===== src/rtl/mips_pkg.sv =====
// Shared definitions for the multicycle MIPS control path.
//   - opcode constants (IR[31:26]) for the supported instructions
//   - ALU op class driven to alu_control as {alu_op1, alu_op0}
//   - ALU operand B and PC source select encodings
//   - controller state encoding (also exported on the debug state port)
package mips_pkg;

  localparam logic [5:0] OP_RTYPE = 6'b000000;
  localparam logic [5:0] OP_LW    = 6'b100011;
  localparam logic [5:0] OP_SW    = 6'b101011;
  localparam logic [5:0] OP_BEQ   = 6'b000100;
  localparam logic [5:0] OP_J     = 6'b000010;
  localparam logic [5:0] OP_ADDI  = 6'b001000;

  localparam logic [1:0] ALUOP_ADD   = 2'b00;
  localparam logic [1:0] ALUOP_SUB   = 2'b01;
  localparam logic [1:0] ALUOP_FUNCT = 2'b10;

  localparam logic [1:0] SRCB_B     = 2'b00;
  localparam logic [1:0] SRCB_FOUR  = 2'b01;
  localparam logic [1:0] SRCB_IMM   = 2'b10;
  localparam logic [1:0] SRCB_IMMSH = 2'b11;

  localparam logic [1:0] PCSRC_ALU    = 2'b00;
  localparam logic [1:0] PCSRC_ALUOUT = 2'b01;
  localparam logic [1:0] PCSRC_JUMP   = 2'b10;

  typedef enum logic [3:0] {
    S_FETCH   = 4'd0,
    S_DECODE  = 4'd1,
    S_MEMADR  = 4'd2,
    S_MEMRD   = 4'd3,
    S_MEMWB   = 4'd4,
    S_MEMWR   = 4'd5,
    S_EXECUTE = 4'd6,
    S_ALUWB   = 4'd7,
    S_BRANCH  = 4'd8,
    S_JUMP    = 4'd9,
    S_ADDIEX  = 4'd10,
    S_ADDIWB  = 4'd11
  } state_t;

endpackage


===== src/rtl/mips_multicycle_control.sv =====
// Main control FSM for the multicycle MIPS datapath.
// Sequences fetch / decode / execute / memory / writeback over one shared
// memory port and one ALU, stalls on mem_ready, counts retired instructions.
// Ports:
//   clk, rst_n            clock, synchronous active-low reset
//   opcode, zero          IR[31:26] (used in DECODE), ALU zero (used in BRANCH)
//   mem_ready             memory completes the current access this cycle
//   mem_read/mem_write/iord, ir_write, reg_write/reg_dst/mem_to_reg,
//   alu_src_a/alu_src_b, alu_op1/alu_op0, pc_src/pc_en   datapath controls
//   illegal               one-cycle pulse on an unsupported opcode
//   state, retired        debug state encoding, retired-instruction count
module mips_multicycle_control
  import mips_pkg::*;
#(
  parameter int CNT_W = 16
) (
  input  logic             clk,
  input  logic             rst_n,
  input  logic [5:0]       opcode,
  input  logic             zero,
  input  logic             mem_ready,
  output logic             mem_read,
  output logic             mem_write,
  output logic             iord,
  output logic             ir_write,
  output logic             reg_write,
  output logic             reg_dst,
  output logic             mem_to_reg,
  output logic             alu_src_a,
  output logic [1:0]       alu_src_b,
  output logic             alu_op1,
  output logic             alu_op0,
  output logic [1:0]       pc_src,
  output logic             pc_en,
  output logic             illegal,
  output logic [3:0]       state,
  output logic [CNT_W-1:0] retired
);

  state_t           state_q, state_d;
  logic [CNT_W-1:0] retired_q;
  // lw/sw choice is captured in DECODE so MEMADR does not look at opcode again
  logic             is_sw_q;
  logic             retire;

  logic mem_read_r, mem_write_r, ir_write_r, reg_write_r, pc_en_r, illegal_r;
  logic [1:0] aluop;

  always_ff @(posedge clk) begin
    if (!rst_n) begin
      state_q   <= S_FETCH;
      retired_q <= '0;
      is_sw_q   <= 1'b0;
    end else begin
      state_q <= state_d;
      if (retire) retired_q <= retired_q + {{(CNT_W-1){1'b0}}, 1'b1};
      if (state_q == S_DECODE) is_sw_q <= (opcode == OP_SW);
    end
  end

  always_comb begin
    state_d     = state_q;
    retire      = 1'b0;
    mem_read_r  = 1'b0;
    mem_write_r = 1'b0;
    ir_write_r  = 1'b0;
    reg_write_r = 1'b0;
    pc_en_r     = 1'b0;
    illegal_r   = 1'b0;
    iord        = 1'b0;
    reg_dst     = 1'b0;
    mem_to_reg  = 1'b0;
    alu_src_a   = 1'b0;
    alu_src_b   = SRCB_B;
    aluop       = ALUOP_ADD;
    pc_src      = PCSRC_ALU;
    case (state_q)
      S_FETCH: begin
        mem_read_r = 1'b1;
        alu_src_b  = SRCB_FOUR;
        ir_write_r = mem_ready;
        pc_en_r    = mem_ready;
        if (mem_ready) state_d = S_DECODE;
      end
      S_DECODE: begin
        alu_src_b = SRCB_IMMSH;
        case (opcode)
          OP_LW, OP_SW: state_d = S_MEMADR;
          OP_RTYPE:     state_d = S_EXECUTE;
          OP_BEQ:       state_d = S_BRANCH;
          OP_J:         state_d = S_JUMP;
          OP_ADDI:      state_d = S_ADDIEX;
          default: begin
            illegal_r = 1'b1;
            state_d   = S_FETCH;
          end
        endcase
      end
      S_MEMADR: begin
        alu_src_a = 1'b1;
        alu_src_b = SRCB_IMM;
        state_d   = is_sw_q ? S_MEMWR : S_MEMRD;
      end
      S_MEMRD: begin
        mem_read_r = 1'b1;
        iord       = 1'b1;
        if (mem_ready) state_d = S_MEMWB;
      end
      S_MEMWB: begin
        reg_write_r = 1'b1;
        mem_to_reg  = 1'b1;
        state_d     = S_FETCH;
        retire      = 1'b1;
      end
      S_MEMWR: begin
        mem_write_r = 1'b1;
        iord        = 1'b1;
        if (mem_ready) begin
          state_d = S_FETCH;
          retire  = 1'b1;
        end
      end
      S_EXECUTE: begin
        alu_src_a = 1'b1;
        aluop     = ALUOP_FUNCT;
        state_d   = S_ALUWB;
      end
      S_ALUWB: begin
        reg_write_r = 1'b1;
        reg_dst     = 1'b1;
        state_d     = S_FETCH;
        retire      = 1'b1;
      end
      S_BRANCH: begin
        alu_src_a = 1'b1;
        aluop     = ALUOP_SUB;
        pc_src    = PCSRC_ALUOUT;
        pc_en_r   = zero;
        state_d   = S_FETCH;
        retire    = 1'b1;
      end
      S_JUMP: begin
        pc_src  = PCSRC_JUMP;
        pc_en_r = 1'b1;
        state_d = S_FETCH;
        retire  = 1'b1;
      end
      S_ADDIEX: begin
        alu_src_a = 1'b1;
        alu_src_b = SRCB_IMM;
        state_d   = S_ADDIWB;
      end
      S_ADDIWB: begin
        reg_write_r = 1'b1;
        state_d     = S_FETCH;
        retire      = 1'b1;
      end
      default: state_d = S_FETCH; // encodings 12-15: recover, no strobes
    endcase
  end

  // Strobes are suppressed during reset so a write never lands in the reset cycle
  assign mem_read  = mem_read_r  & rst_n;
  assign mem_write = mem_write_r & rst_n;
  assign ir_write  = ir_write_r  & rst_n;
  assign reg_write = reg_write_r & rst_n;
  assign pc_en     = pc_en_r     & rst_n;
  assign illegal   = illegal_r   & rst_n;

  assign alu_op1 = aluop[1];
  assign alu_op0 = aluop[0];
  assign state   = state_q;
  assign retired = retired_q;

endmodule


===== config.mk =====
export PLATFORM = sky130hd
export DESIGN_NAME = mips_multicycle_control
export DESIGN_NICKNAME = d
export VERILOG_FILES = /design/src/rtl/mips_pkg.sv /design/src/rtl/mips_multicycle_control.sv
export SDC_FILE = /design/constraint.sdc
export NUM_CORES = 1
export LEC_CHECK = 0
export BUFFER_PORTS_ARGS = -buffer_cell sky130_fd_sc_hd__buf_2
export CAP_MARGIN = 5
export CORE_ASPECT_RATIO = 0.5
export CORE_MARGIN = 4
export CORE_UTILIZATION = 40
export DETAILED_ROUTE_END_ITERATION = 7
export GPL_TIMING_DRIVEN = 0
export PLACE_DENSITY = 0.66
export SYNTH_ARGS = -nofsm -noshare
export SYNTH_HDL_FRONTEND = slang
export SYNTH_SLANG_ARGS = --single-unit

===== constraint.sdc =====
create_clock -name clk -period 2.7 [get_ports clk]
set_input_delay 0.54 -clock clk [delete_from_list [all_inputs] [get_ports clk]]
set_output_delay 0.54 -clock clk [all_outputs]
set_load 0.01 [all_outputs]

**After elaboration in Yosys (flattened, before gate mapping)**

Index checks and enable logic that the tools add are counted.

- Add/sub/neg operators: 1
- Equal/unequal tests: 19
- Mux-type cells: 22
- Bitwise logic cells: 6
- Reduce and logical (&&, ||, !) cells: 11

Operator list:

| cell | count |
|---|---|
| case mux 4 bit (7 select lines) | 1 |
| case mux 4 bit (5 select lines) | 1 |
| adder 16 x 1 -> 16 bit (second input constant) | 1 |
| == test 4 x 3 -> 1 bit (second input constant) | 4 |
| == test 4 bit (second input constant) | 4 |
| == test 6 bit (second input constant) | 2 |
| two-way mux 4 bit | 3 |
| two-way mux 1 bit | 11 |
| == test 4 x 2 -> 1 bit (second input constant) | 2 |
| case mux 2 bit (2 select lines) | 2 |
| OR reduction 2 bit | 4 |
| bitwise AND 1 bit | 6 |
| == test 6 x 2 -> 1 bit (second input constant) | 1 |
| == test 6 x 3 -> 1 bit (second input constant) | 1 |
| == test 6 x 4 -> 1 bit (second input constant) | 1 |
| zero test 6 bit | 1 |
| inequality test 2 bit (second input constant) | 3 |
| case mux 2 bit (3 select lines) | 1 |
| OR reduction 6 bit | 1 |
| OR reduction 5 bit | 1 |
| == test 4 x 1 -> 1 bit (second input constant) | 1 |
| zero test 4 bit | 1 |
| OR reduction 4 bit | 1 |
| two-way mux 3 bit | 1 |
| 4 further kinds | 4 |

- Register bits: 21
- Bits of input ports: 10
- Output and inout bits: 36
- Logic and storage cells: 62

**Depth between registers and ports, before layout**

Gate-level depths: netlist of run 1.

- Word-level depth: 5
- Mapped depth: 6
- Gate-level depth less buffers: 5

**Least setup slack after synthesis of run 1**

Ideal clock, no wire load.

- Path kind: input to output
- Start: input rst_n
- End: output pc_en
- Data arrival time: 1.511 ns
- Setup slack: 0.649 ns
- Cell stages on the path: 4
- Path through: clkbuf_1 inv_1 clkbuf_1 nor4_1

- Cells in the longest elaborated chain, start to end: 1

RTL lines:

| element | RTL line | source |
|---|---|---|
| start, declared | mips_multicycle_control.sv:18 | `input logic rst_n,` |
| bitwise AND 1 bit | mips_multicycle_control.sv:167 | `assign pc_en = pc_en_r & rst_n;` |
| end, declared | mips_multicycle_control.sv:34 | `output logic pc_en,` |

No other way between the ends.

**Final worst setup path of run 1**

- Start: input rst_n
- End: output reg_write

- Cells in the longest elaborated chain, start to end: 1

RTL lines:

| element | RTL line | source |
|---|---|---|
| bitwise AND 1 bit | mips_multicycle_control.sv:166 | `assign reg_write = reg_write_r & rst_n;` |
| end, declared | mips_multicycle_control.sv:26 | `output logic reg_write,` |

No other way between the ends.

==> results of run 1 <==
## worst max-delay path by stage
stage | startpoint | to | slack, ps | cells after the start
2_1_floorplan | rst_n | pc_en | 650 | 4
3_3_place_gp | rst_n | reg_write | 190 | 6
3_5_place_dp | rst_n | reg_write | 150 | 6
4_1_cts | rst_n | reg_write | 160 | 6
5_1_grt | rst_n | reg_write | 50 | 6
6_report | rst_n | reg_write | 170 | 6
## synthesized netlist by cell type
cell type / n
dfxtp_1: 21
a21oi_1: 18
nand2_1: 13
nor2_1: 13
o21ai_0: 11
clkbuf_1: 10
nand2b_1: 10
nor3_1: 9
or3_1: 8
nand3_1: 7
or4_1: 7
o31ai_1: 6
inv_1: 5
nand4_1: 5
nor4_1: 5
and4_1: 4
and2_1: 2
mux2i_1: 2
nor2b_1: 2
xor2_1: 2
a211oi_1: 1
a32o_1: 1
buf_4: 1
buf_6: 1
ha_1: 1
nor3b_1: 1
nor4b_1: 1
o211ai_1: 1
o2bb2ai_1: 1
o311a_1: 1
o32a_1: 1
o41a_1: 1
or3b_2: 1
or4_4: 1
or4b_1: 1
xnor2_1: 1
## per-layer routing
metal	track usage, %	wire length (microns)	up-vias
met3	3.898	232	5
met2	27.02	1653	46
met4	3.218	23	0
met1	20.67	1601	675
met5	0	0	-
li1	-	-	755
## critical path: stages
cell	delay, ps
clkbuf_1	210
inv_1	160
clkbuf_1	410
clkbuf_1	430
nor2_1	90
buf_2	150
## layout make-up
cell class,instances,area [sq um],share of cell area (%)
plain buffers,12,56.30,3.438
well taps,40,50.05,3.056
flip-flops and latches,21,420.4,25.67
multi-input cells,138,825.8,50.42
clock buffers,3,41.29,2.521
inverters,5,18.77,1.146
repair buffers,44,220.2,13.45
clock inverters,1,5.005,0.3056
## per-stage QoR
step                area, sq um  instances
global route               1638        264
finish                     1638        264
floorplan                  1321        176
global placement           1592        260
CTS                        1638        264
detailed placement         1592        260
## kinds of logic after synthesis
family	after synthesis	share of synthesized area, %
flip-flops	21	31.82
XOR/XNOR	3	1.989
AO/OA/AOI/OAI	42	19.32
multiplexers	2	1.515
AND/OR/NAND/NOR	90	38.73
buffers and inverters	17	5.682
adder cells (fa/ha/maj)	1	0.9468
## flip-flops by register name, indices dropped and copies added, names as in the netlist
signal	flops
state	4
is_sw_q	1
retired	16
## power breakdown
group          total (mW)  internal, mW  switching [mW]
clock network       0.214         0.103           0.111
logic              0.0593        0.0232          0.0361
registers           0.313         0.311         0.00246
total               0.587         0.437           0.150
==> run metrics, run 1 <==
status finished, final reports clean; Hold WS 474.0 ps; r2r setup slk 640 ps; CORE AREA ~0.003 sq mm; post-CTS sizing 0; routed vias 1481; clock sink count 21; FF-to-FF path depth 6; largest net degree at the start of global routing 13; Slew @ Worst Pin just under 500 ps; Worst-path clk slew roughly 80 ps; fin util 53.13%; Req. time, crit path around 2200 ps; Post-Syn Instances 176; pins over their slew limit 0; Layout Nets 236; GR Overflow Total 0; Worst Setup Path Type input pin to primary output; Initial DRC Count between 70 and 80; DR pass1 iterations 4; die area 0.004343 sq mm; area share of the largest cell type after synthesis 31.82%; Clock Latency Late Sink 270 ps; HPWL after DPL 2596 microns; Initial Utilization 42.86%; area grow syn2layout 23.96%; VDD IR max 0.1514 mV; gr usage total ~16%; final-report hold violation count 0; CTS tree built; Antenna diodes 0; Final Setup Violations 0; CTS Buf Count 3; setup_tns 0 ps; clk buf depth 2; CTS root buffer clkbuf_8; RR Endpoint retired[14]$_SDFFE_PN0P_; num rows 14; first-pass GRT wire length 5658 microns; Syn Nets 187; DR WL/cell 13.30 microns; RSZ-0062 raised after global routing no; Clock Skews ~3.8 ps; Routability Congestion 0.7345; layout cell share with drive strength beyond 1 23.21%; Routed Antenna Nets 0; PnR worst setup slack 173.0 ps; antenna violations before repair 0; Worst Hold Class register to register; Worst setup EP type primary output; max-cap violations 0; startpoint types input pin; syn avg cell area 7.507 sq um; total routed wirelength 3510 microns; Hold Crit Endpoint retired[15]$_SDFFE_PN0P_; pre-CTS WS between 150 and 200 ps; vias per cell 5.610; Seq/Total Area, Yosys 31.82%; Tmin final 2527 ps; Yosys reg bits 21; Die Y 48.64 microns; Post-CTS Hold Buffers 0; static leakage 0.6520 nW; vias in the first global route 1226; Worst Path Max Fanout 10; port buffer count 44; # fillers 313; Tot Pwr 586.8 uW; Post-Syn Area approximately 0.0013 sq mm; Yosys cell types 36; Worst R2R Start state[3]$_SDFFE_PN0P_; Area contributors post-synth dfxtp_1 (32%), a21oi_1 (6.8%), nand2b_1 (4.7%); Fmax 395.7 MHz; Final period util 93.59%; htree depth 1; crit path DAT between 1500 and 2000 ps; drt drc 0; Rel. slew slack 67.24%; hold depth 2; min-delay src retired[15]$_SDFFE_PN0P_; post-CTS setup buffers 0; most common cell after layout, fill and taps aside buf_2; post-synth top area cell dfxtp_1; commonest non-fill, non-tap cells in the layout buf_2 (44), dfxtp_1 (21), a21oi_1 (18); Synth Warn # 0; Cell Pwr Density 358.3 mW/mm^2; die width roughly 89 microns; Ports 46
No activity file was read; power rests on OpenSTA's default activity.
==> inputs of run 2 (changes only) <==
--- a/config.mk
+++ b/config.mk
@@ -7,7 +7,6 @@
 export LEC_CHECK = 0
 export BUFFER_PORTS_ARGS = -buffer_cell sky130_fd_sc_hd__buf_2
 export CAP_MARGIN = 5
-export CORE_ASPECT_RATIO = 0.5
 export CORE_MARGIN = 4
 export CORE_UTILIZATION = 40
 export DETAILED_ROUTE_END_ITERATION = 7
==> run 2 against run 1 <==
Net effect: sequential power hardly changed; count of clock-buffer cells in the layout unchanged; die area down 1.3%.
==> run metrics, run 2 (synthesis gave the netlist of run 1 again) <==
commonest non-fill, non-tap cells in the layout buf_2 (44), dfxtp_1 (21), a21oi_1 (18) (unchanged); die width 65.48 microns (was 89.28 microns); htree depth 1 (unchanged); Final Setup Violations 0 (unchanged); Net Switching 139.7 uW (was 149.7 uW); gr usage total 17.59% (was 16.02%); final instance area 0.001624 sq mm (was 0.001638 sq mm); area grow syn2layout 22.92% (was 23.96%); Most Frequent Cell on Critical Path clkbuf_1 (unchanged); met2 Usage GRT 29.46% (was 27.02%); final-report hold violation count 0 (unchanged); static leakage 0.6442 nW (was 0.6520 nW); CORE AREA 0.003103 sq mm (was 0.003083 sq mm); routed vias 1479 (was 1481); CP max stage cell clkbuf_1 (unchanged); Worst Setup Path Type input pin to primary output (unchanged); Antenna diodes 0 (unchanged); Worst setup EP type primary output (unchanged); port buffer count 44 (unchanged); startpoint types input pin (unchanged); GRT met1 Usage 23.93% (was 20.67%); share of total power in sequential cells 59.2% (was 53.4%); largest net degree at the start of global routing 13 (unchanged); Worst Path Max Fanout 10 (unchanged); vias in the first global route 1397 (was 1226); crit path DAT 2010 ps (was 1990 ps); Post-CTS Hold Buffers 0 (unchanged); Tmin final 2547 ps (was 2527 ps); Area after DPL 0.001597 sq mm (was 0.001592 sq mm); layout cell share with drive strength beyond 1 23.21% (unchanged); Clock Latency Late Sink 310 ps (was 270 ps); pins over their slew limit 0 (unchanged); clock sink count 21 (unchanged); Routed Antenna Nets 0 (unchanged); Fmax 392.6 MHz (was 395.7 MHz); vias per cell 5.519 (was 5.610); DR pass1 iterations 4 (unchanged); CP max stage delay 440 ps (was 430 ps); Routability Congestion 0.8859 (was 0.7345); Ports 46 (unchanged); Worst-path clk slew 120 ps (was 80 ps); Layout Nets 236 (unchanged); GR peak layer met2 (unchanged); Clk network pwr share 29.5% (was 36.5%); Clock Skews 9.757 ps (was 3.783 ps); antenna violations before repair 0 (unchanged); worst path bufs/invs 5 (unchanged); kind of cell adding the most delay to the critical path buffers and inverters (unchanged); Initial Utilization 42.58% (was 42.86%); Gate power share 11.3% (was 10.1%); HPWL after DPL 2601 microns (was 2596 microns); # fillers 349 (was 313); Req. time, crit path 2160 ps (about the same); max-cap violations 0 (unchanged); CTS Buf Count 3 (unchanged); RSZ-0062 raised after global routing no (unchanged); CTS root buffer clkbuf_4 (was clkbuf_8); post-CTS sizing 0 (unchanged); die area 0.004287 sq mm (was 0.004343 sq mm); Cell Pwr Density 326.0 mW/mm^2 (was 358.3 mW/mm^2); max reg flops 16 (unchanged); VDD IR max 0.2281 mV (was 0.1514 mV); switching share of power 26.38% (was 25.51%); Slew @ Worst Pin 536.5 ps (was 491.3 ps); post-CTS setup buffers 0 (unchanged); total routed wirelength 3467 microns (was 3510 microns); Rel. slew slack 64.23% (was 67.24%); Die Y 65.48 microns (was 48.64 microns); Pint 389.8 uW (was 437.1 uW); Final period util 94.33% (was 93.59%); drt drc 0 (unchanged); most common cell after layout, fill and taps aside buf_2 (unchanged); cells along the critical path clkbuf_1, inv_1, clkbuf_1, clkbuf_1, nor2_1, buf_2 (unchanged); GR Overflow Total 0 (unchanged); Initial DRC Count 94 (was 71); clk buf depth 2 (unchanged); fin util 52.34% (was 53.13%); CTS tree built (unchanged); first-pass GRT wire length 6182 microns (was 5658 microns); num rows 20 (was 14); setup_tns 0 ps (unchanged); grt met3 use 3.932% (was 3.898%); Worst Hold Class register to register (unchanged); DR WL/cell 12.94 microns (was 13.30 microns); status finished, final reports clean (unchanged)
run 2: cell count changes in the layout (fill, tap and decap cells not counted):
cell      change
clkbuf_8      -3
clkbuf_4      +3
run 2: final timing paths:
| path | startpoint | end | slack [ps] | cells past startpoint |
|---|---|---|---|---|
| hold reg to reg | retired[15]$_SDFFE_PN0P_ | retired[15]$_SDFFE_PN0P_ | 480 | 2 |
| setup / recovery | rst_n | reg_write | 150 | 6 |
| hold / removal | retired[15]$_SDFFE_PN0P_ | retired[15]$_SDFFE_PN0P_ | 480 | 2 |
| setup reg to reg | state[1]$_SDFFE_PN0P_ | retired[15]$_SDFFE_PN0P_ | 580 | 5 |
run 2: final cells by class:
class	count	area [sq um]	area share [%]
plain buffers	12	56.30	3.467
clock buffers	3	22.52	1.387
clock inverters	1	5.005	0.3082
inverters	5	18.77	1.156
multi-input cells	138	825.8	50.85
flip-flops and latches	21	420.4	25.89
well taps	44	55.05	3.390
repair buffers	44	220.2	13.56
run 2: power by group through the flow:
stage	registers (mW)	clock network, mW	logic, mW
2_1_floorplan	0.321	0	0.0349
3_3_place_gp	0.321	0	0.0593
3_5_place_dp	0.321	0	0.0597
4_1_cts	0.314	0.163	0.0598
5_1_grt	0.314	0.174	0.0664
6_report	0.314	0.156	0.0597
run 2: through the flow:
step	setup WS (ps)	hold WS, ps	std cells	power [mW]
after floorplan	649.4	460.3	176	0.3557
after global placement	152.5	455.5	264	0.3801
after detailed placement	146.7	467.1	264	0.3803
after CTS	145.1	483.4	268	0.5362
after global routing	5.617	512.7	268	0.5542
final	153.0	482.9	268	0.5295
run 2: tightest hold or removal path: stages (launching register included):
cell	delay, ps
dfxtp_1	330
nand2_1	50
mux2i_1	60
run 2: per-layer routing:
layer	vias up	wire length, microns
li1	755	-
met1	675	1636
met2	47	1624
met3	2	199
met4	0	7
met5	-	0
==> inputs of run 3 (changes only) <==
--- a/config.mk
+++ b/config.mk
@@ -11,7 +11,7 @@
 export CORE_UTILIZATION = 40
 export DETAILED_ROUTE_END_ITERATION = 7
 export GPL_TIMING_DRIVEN = 0
-export PLACE_DENSITY = 0.66
+export PLACE_DENSITY = 0.77
 export SYNTH_ARGS = -nofsm -noshare
 export SYNTH_HDL_FRONTEND = slang
 export SYNTH_SLANG_ARGS = --single-unit
==> run 3 against run 2 <==
Net effect: critical endpoint unchanged; sequential share of layout area did not move; core utilization did not move; largest power group unchanged; wire length grew 4.8%; sequential cell count unchanged; die area did not move; global-route usage rose by 0.43 points; worst setup slack improved by 13 ps.
==> run metrics, run 3 (synthesis gave the netlist of run 1 again) <==
Area after DPL 0.001597 sq mm (unchanged); Hold WS 481.2 ps (was 482.9 ps); CTS tree built (unchanged); Clock Latency Late Sink 320 ps (was 310 ps); htree depth 1 (unchanged); DR pass1 iterations 4 (unchanged); Clk network pwr share 29.7% (was 29.5%); DR WL/cell 13.56 microns (was 12.94 microns); Die Y 65.48 microns (unchanged); Tot Pwr 531.1 uW (was 529.5 uW); area grow syn2layout 22.92% (unchanged); Antenna diodes 0 (unchanged); RR Endpoint retired[15]$_SDFFE_PN0P_ (unchanged); Initial Utilization 42.58% (unchanged); switching share of power 26.58% (was 26.38%); fin util 52.34% (unchanged); most common cell after layout, fill and taps aside buf_2 (unchanged); met2 Usage GRT 30.59% (was 29.46%); pins over their slew limit 0 (unchanged); final instance area 0.001624 sq mm (unchanged); Fmax 394.6 MHz (was 392.6 MHz); Routability Congestion 0.8637 (was 0.8859); vias in the first global route 1478 (was 1397); Ports 46 (unchanged); status finished, final reports clean (unchanged); Post-CTS Hold Buffers 0 (unchanged); pre-CTS WS 189.8 ps (was 146.7 ps); CORE AREA 0.003103 sq mm (unchanged); HPWL after DPL 2719 microns (was 2601 microns); Net Switching 141.2 uW (was 139.7 uW); GR peak layer met2 (unchanged); Final period util 93.86% (was 94.33%); port buffer count 44 (unchanged); Layout Nets 236 (unchanged); share of total power in sequential cells 59.1% (was 59.2%); clock sink count 21 (unchanged); VDD IR max 0.2715 mV (was 0.2281 mV); static leakage 0.6442 nW (unchanged); RSZ-0062 raised after global routing no (unchanged); Worst setup EP type primary output (unchanged); post-CTS setup buffers 0 (unchanged); setup_tns 0 ps (unchanged); Worst Setup Path Type input pin to primary output (unchanged); max-cap violations 0 (unchanged); grt met3 use 5.299% (was 3.932%); CTS root buffer clkbuf_4 (unchanged); Worst Path Max Fanout 10 (unchanged); largest net degree at the start of global routing 13 (unchanged); # fillers 311 (was 349); placed insts 264 (unchanged); Worst R2R Start state[0]$_SDFFE_PN0P_ (was state[1]$_SDFFE_PN0P_); Cell Pwr Density 327.0 mW/mm^2 (was 326.0 mW/mm^2); routed vias 1531 (was 1479); layout cell share with drive strength beyond 1 23.21% (unchanged); Pint 389.9 uW (was 389.8 uW); CTS Buf Count 3 (unchanged); final-report hold violation count 0 (unchanged); commonest non-fill, non-tap cells in the layout buf_2 (44), dfxtp_1 (21), a21oi_1 (18) (unchanged); Initial DRC Count 94 (unchanged); Req. time, crit path 2160 ps (about the same); clk buf depth 2 (unchanged); Final Setup Violations 0 (unchanged); min-delay src retired[15]$_SDFFE_PN0P_ (unchanged); GRT met1 Usage 21.11% (was 23.93%); FF-to-FF path depth 5 (unchanged); Gate power share 11.2% (was 11.3%); Tmin final 2534 ps (was 2547 ps); Routed Antenna Nets 0 (unchanged); die area 0.004287 sq mm (unchanged); gr usage total 18.02% (was 17.59%); total routed wirelength 3635 microns (was 3467 microns); post-CTS sizing 0 (unchanged); max reg flops 16 (unchanged); antenna violations before repair 0 (unchanged); Clock Skews 13.50 ps (was 9.757 ps); drt drc 0 (unchanged); Hold Crit Endpoint retired[15]$_SDFFE_PN0P_ (unchanged); first-pass GRT wire length 6210 microns (was 6182 microns); r2r setup slk 510 ps (was 580 ps); die width 65.48 microns (unchanged); crit path DAT 1990 ps (was 2010 ps); Rel. slew slack 67.01% (was 64.23%); num rows 20 (unchanged); startpoint types input pin (unchanged); GR Overflow Total 0 (unchanged); post-route insts no fill 268 (unchanged); vias per cell 5.713 (was 5.519); hold depth 2 (unchanged); Worst Hold Class register to register (unchanged); Worst-path clk slew 130 ps (was 120 ps); PnR worst setup slack 165.7 ps (was 153.0 ps); Slew @ Worst Pin 494.9 ps (was 536.5 ps)
## run 3: cell counts in the layout (fill, tap and decap cells not counted)
No cell type changed its count.
## run 3: power groups by stage
stage               logic [mW]  clock network, mW  registers (mW)
detailed placement      0.0590                  0           0.321
finish                  0.0596              0.158           0.314
floorplan               0.0349                  0           0.321
global placement        0.0583                  0           0.321
global route            0.0659              0.180           0.315
CTS                     0.0594              0.163           0.314
## run 3: worst max path at each step
stage,slack (ps),startpoint,cells after the start,endpoint
after floorplan,650,rst_n,4,pc_en
final,170,rst_n,6,reg_write
after global placement,230,rst_n,6,reg_write
after CTS,200,rst_n,6,reg_write
after detailed placement,190,rst_n,6,reg_write
after global routing,30,state[0]$_SDFFE_PN0P_,5,illegal
## run 3: layer usage
layer | wire length (microns) | share of wire [%] | up-vias
li1 | - | - | 754
met1 | 1535 | 42 | 711
met2 | 1823 | 50 | 62
met3 | 247 | 6.8 | 4
met4 | 28 | 0.77 | 0
met5 | 0 | 0 | -
## run 3: layout make-up
type | count | area [sq um] | share of cell area, %
buffer | 12 | 56.30 | 3.467
clock buffer | 3 | 22.52 | 1.387
clock inverter | 1 | 5.005 | 0.3082
inverter | 5 | 18.77 | 1.156
multi-input combinational | 138 | 825.8 | 50.85
sequential | 21 | 420.4 | 25.89
tap | 44 | 55.05 | 3.390
timing repair buffer | 44 | 220.2 | 13.56
## run 3: critical path, cell delays in order
cell	delay (ps)
clkbuf_1	200
inv_1	160
clkbuf_1	410
clkbuf_1	440
nor2_1	90
buf_2	150
